--- config.mk ---
export PLATFORM = sky130hd
export DESIGN_NAME = popcount_window
export DESIGN_NICKNAME = d
export VERILOG_FILES = /design/src/rtl/popcount_window.sv
export SDC_FILE = /design/constraint.sdc
export NUM_CORES = 1
export LEC_CHECK = 0
export ABC_CLOCK_PERIOD_IN_PS = 800
export CORE_AREA = 2 2 61 63
export DETAILED_ROUTE_END_ITERATION = 8
export DIE_AREA = 0 0 63 65
export GPL_TIMING_DRIVEN = 1
export PLACE_DENSITY_LB_ADDON = 0.1
export SYNTH_ARGS = -nofsm -noshare
export SYNTH_HDL_FRONTEND = slang
export SYNTH_SLANG_ARGS = --single-unit
export TNS_END_PERCENT = 1
--- constraint.sdc ---
create_clock -name clk -period 0.8 [get_ports clk]
set_input_delay 0.16 -clock clk [delete_from_list [all_inputs] [get_ports clk]]
set_output_delay 0.16 -clock clk [all_outputs]
set_load 0.005 [all_outputs]
--- src/rtl/popcount_window.sv ---
// Windowed popcount accumulator: counts set bits of each accepted sample, sums them over
// WINDOW samples, latches the window total and flags whether it reaches a threshold.
module popcount_window #(
    parameter int unsigned WIDTH  = 4,
    parameter int unsigned WINDOW = 8,
    localparam int unsigned CW = $clog2(WIDTH + 1),
    localparam int unsigned SW = $clog2(WIDTH * WINDOW + 1)
) (
    input  logic             clk,
    input  logic             rst_n,
    input  logic             ena,
    input  logic             in_valid,
    input  logic [WIDTH-1:0] in_data,
    input  logic             clear,
    input  logic [SW-1:0]    thr,
    output logic [WIDTH:0]   cnt_onehot,
    output logic [CW-1:0]    cnt_bin,
    output logic [SW-1:0]    sum,
    output logic [SW-1:0]    win_sum,
    output logic             done,
    output logic             above,
    output logic             busy
);

    localparam int unsigned OW = WIDTH + 1;
    localparam int unsigned IW = (WINDOW > 1) ? $clog2(WINDOW) : 1;

    typedef enum logic {StIdle, StAccum} state_e;

    state_e         state_q, state_d;
    logic [IW-1:0]  idx_q, idx_d;
    logic [SW-1:0]  sum_q, sum_d;
    logic [SW-1:0]  win_sum_q, win_sum_d;
    logic [CW-1:0]  cnt_bin_q, cnt_bin_d;
    logic [OW-1:0]  cnt_onehot_q, cnt_onehot_d;
    logic           done_q, done_d;
    logic           above_q, above_d;
    logic [CW-1:0]  pc;
    logic [SW-1:0]  acc_total;
    logic [1:0]     rst_sync_q;
    logic           rst_core_n;

    // Reset asserts asynchronously but releases only after two clock edges.
    always_ff @(posedge clk or negedge rst_n) begin
        if (!rst_n) begin
            rst_sync_q <= 2'b00;
        end else begin
            rst_sync_q <= {rst_sync_q[0], 1'b1};
        end
    end

    assign rst_core_n = rst_sync_q[1];

    always_comb begin
        pc = '0;
        for (int i = 0; i < WIDTH; i++) begin
            pc = pc + CW'(in_data[i]);
        end
        acc_total = sum_q + SW'(pc);

        state_d      = state_q;
        idx_d        = idx_q;
        sum_d        = sum_q;
        win_sum_d    = win_sum_q;
        cnt_bin_d    = cnt_bin_q;
        cnt_onehot_d = cnt_onehot_q;
        above_d      = above_q;
        done_d       = 1'b0;

        if (ena) begin
            if (clear) begin
                state_d = StIdle;
                idx_d   = '0;
                sum_d   = '0;
            end else if (in_valid) begin
                cnt_bin_d    = pc;
                cnt_onehot_d = OW'(1) << pc;
                if (idx_q == IW'(WINDOW - 1)) begin
                    win_sum_d = acc_total;
                    above_d   = (acc_total >= thr);
                    sum_d     = '0;
                    idx_d     = '0;
                    state_d   = StIdle;
                    done_d    = 1'b1;
                end else begin
                    idx_d   = idx_q + IW'(1);
                    sum_d   = acc_total;
                    state_d = StAccum;
                end
            end
        end
    end

    always_ff @(posedge clk or negedge rst_core_n) begin
        if (!rst_core_n) begin
            state_q      <= StIdle;
            idx_q        <= '0;
            sum_q        <= '0;
            win_sum_q    <= '0;
            cnt_bin_q    <= '0;
            cnt_onehot_q <= OW'(1);
            done_q       <= 1'b0;
            above_q      <= 1'b0;
        end else begin
            state_q      <= state_d;
            idx_q        <= idx_d;
            sum_q        <= sum_d;
            win_sum_q    <= win_sum_d;
            cnt_bin_q    <= cnt_bin_d;
            cnt_onehot_q <= cnt_onehot_d;
            done_q       <= done_d;
            above_q      <= above_d;
        end
    end

    assign cnt_onehot = cnt_onehot_q;
    assign cnt_bin    = cnt_bin_q;
    assign sum        = sum_q;
    assign win_sum    = win_sum_q;
    assign done       = done_q;
    assign above      = above_q;
    assign busy       = (state_q == StAccum);

endmodule

==> metrics.txt <==
hold slack=221 ps; largest cells by area after synthesis=dfrtp_1, ha_1, nand2_1; Req. time, crit path=1040 ps; Pwr Density=1870 nW/µm²; status=finished, violations left; Seq/Total Area, Yosys=48.6%; TritonCTS Buffers=3; Main synth FF type=dfrtp_1; register bit total from synthesis=28; CTS Root Cell=clkbuf_4; synth unique cells=35; clock sink total=28; n_diodes=0; FF-to-FF path depth=12; Initial Util=41.3%; WL final=3580 µm; cell row count=22; Avg WL per Cell=13.4 µm; skew final=2.30 ps; first-pass GRT wire length=5890 µm; Chip Height=65 µm; Final Hold Vio Count=0; CTS clock-pin slew for the worst setup and hold paths=150 ps; area of the multi-input gates=910 µm²; final setup fails=49; Yosys top cell by area=dfrtp_1; via count=1289; CP Max Fanout=3; Post-synth top cells=dfrtp_1, nand2_1, ha_1, inv_1, o21ai_0; leak pwr=1.20 nW; worst r2r src=sum[0]; filler instances=282; Worst setup SP type=input pin; share of post-route cells with drive strength above 1=52.7%; Pre-antenna DRT Iters=4; Syn Inst Count=140; Detail Route Antenna Nets=0; post-route minimum period=2760 ps; buffer levels on the longest clock path=2; GRT Overall Usage=18.6%; violated checks=negative setup slack; fmax=362 MHz; initial antenna violation count=0; GR Overflow Total=0; post-DP HPWL=2670 µm; Post-synth ARST share=100%; fin nets=251; Register Area=703 µm²; core region area=3500 µm²; Worst Hold Class=flop to asynchronous set/reset pin; IO Port Bufs=37; Top Ports=38; die area=4100 µm²; Cell Area, Synth=1450 µm²; Worst-Skew Late Latency=320 ps; Reg2Reg Capture Point=above; Max-cap violations=0; Net Count, Synth=170; CTS tree=done; Area Growth Syn to Fin=66.2%; element type at the critical path end=flop; Mean Syn Cell Area=10.3 µm²; Final Max Slew Viols=0; critical path arrival=3000 ps; WS Path Type=input pin to flop; number of global-route vias before repair=1326; DRC errors left=0; GPL Wtd Cong=0.839; RSZ-0062 raised after global routing=true; Final period util=345%; r2r setup slk=-1650 ps; Initial DRC Count=21; largest net degree at the start of global routing=27; Post-synth EDFFs=0; Die X=63 µm; maximum vdd drop=1.43 mV; area fraction of the dominant cell type after synthesis=46.8%; Vias per Instance=4.81; Synth warnings=0; total chip power=4.49 mW; # H-tree levels=1; worst setup margin=-1960 ps
==> cell type report <==
| class | count | share of cell area [%] |
|---|---|---|
| well taps | 48 | 2.50 |
| clock inverters | 1 | 1.25 |
| repair buffers | 77 | 26.1 |
| flip-flops and latches | 28 | 29.3 |
| clock buffers | 3 | 0.938 |
| inverters | 13 | 2.03 |
| multi-input cells | 98 | 37.9 |
==> sequential cells by signal, indices dropped and copies added, names as in the netlist <==
signal	flops
sum	6
idx_q	3
cnt_onehot	5
above	1
rst_sync_q	2
win_sum	6
cnt_bin	3
busy	1
done	1
==> placed cells by master, fill, tap and decap left out, types with 2 or more instances in the layout <==
master and n:
buf_4 27, fa_2 2, buf_2 4, inv_1 9
a22o_1 3, inv_2 4, clkbuf_4 3, xor2_1 2
nand3_1 4, o21ai_2 3, dfrtp_1 26, nand2_4 2
nand2_1 23, nand2b_1 3, clkbuf_2 17, mux2_2 3
nand2_2 4, buf_6 16, ha_1 5, a21oi_2 3
clkdlybuf4s50_1 11, nor2_4 3, xnor2_1 2, ha_4 7
o21ai_1 7
==> per-stage QoR <==
step / std cells / TNS [ps] / utilization (%) / cell area [µm²] / setup WS, ps
after CTS: 268 / -29390 / 69.1 / 2420 / -2000
final: 268 / -27540 / 68.7 / 2400 / -1960
after global placement: 260 / -43120 / 62.5 / 2180 / -2660
after global routing: 268 / -29330 / 68.7 / 2400 / -2090
after detailed placement: 260 / -44320 / 62.5 / 2180 / -2800
after floorplan: 140 / -25230 / - / 1480 / -2170
==> worst max path at each step <==
stage | startpoint | end | slack (ps) | depth (start not counted)
after floorplan | in_data[3] | above | -2170 | 12
after global placement | in_data[3] | above | -2660 | 13
after detailed placement | in_data[1] | above | -2800 | 13
after CTS | in_data[3] | above | -2000 | 15
after global routing | in_data[0] | above | -2090 | 15
final | in_data[0] | above | -1960 | 15
==> kinds of logic after synthesis <==
logic type | count (synthesis) | synth area share (%)
mux | 4 | 3.03
xor+xnor | 5 | 3.03
other cells | 1 | 0.259
compound gates | 27 | 12.8
fa+ha+maj | 15 | 14.0
simple gates | 46 | 14.5
flops | 28 | 48.6
buf+inv | 14 | 3.72
==> worst max-delay path, cell delays in order <==
cell	delay (ps)
buf_6	90
fa_2	510
ha_4	310
ha_4	150
inv_2	40
fa_2	400
buf_4	150
xor2_1	140
xnor2_1	210
ha_1	230
buf_4	120
nor2_2	40
nor3_2	180
a2111oi_2	60
o31ai_1	210
==> what timing repair did <==
| action | in CTS | in global routing |
|---|---|---|
| setup buffers | 3 | 0 |
| pin swaps | 24 | 8 |
| hold buffers | 1 | 0 |
| setup endpoints to repair | 49 | 49 |
| gates resized for setup | 111 | 33 |
| endpoints found under the hold margin | 2 | 0 |
==> where the power goes <==
group | internal (mW) | switching (mW) | total, mW
Combinational | 1.07 | 0.827 | 1.89
Sequential | 1.57 | 0.111 | 1.68
Clock | 0.506 | 0.413 | 0.920
Total | 3.14 | 1.35 | 4.49
==> layer usage <==
layer	routed length (µm)	global-route usage (%)	share of wire [%]
met1	1580	22.0	44
met2	1850	35.1	52
met3	107	1.91	3.0
met4	41	6.39	1.1
met5	0	0	0
Note: power is estimated with default switching activity, not from simulation.
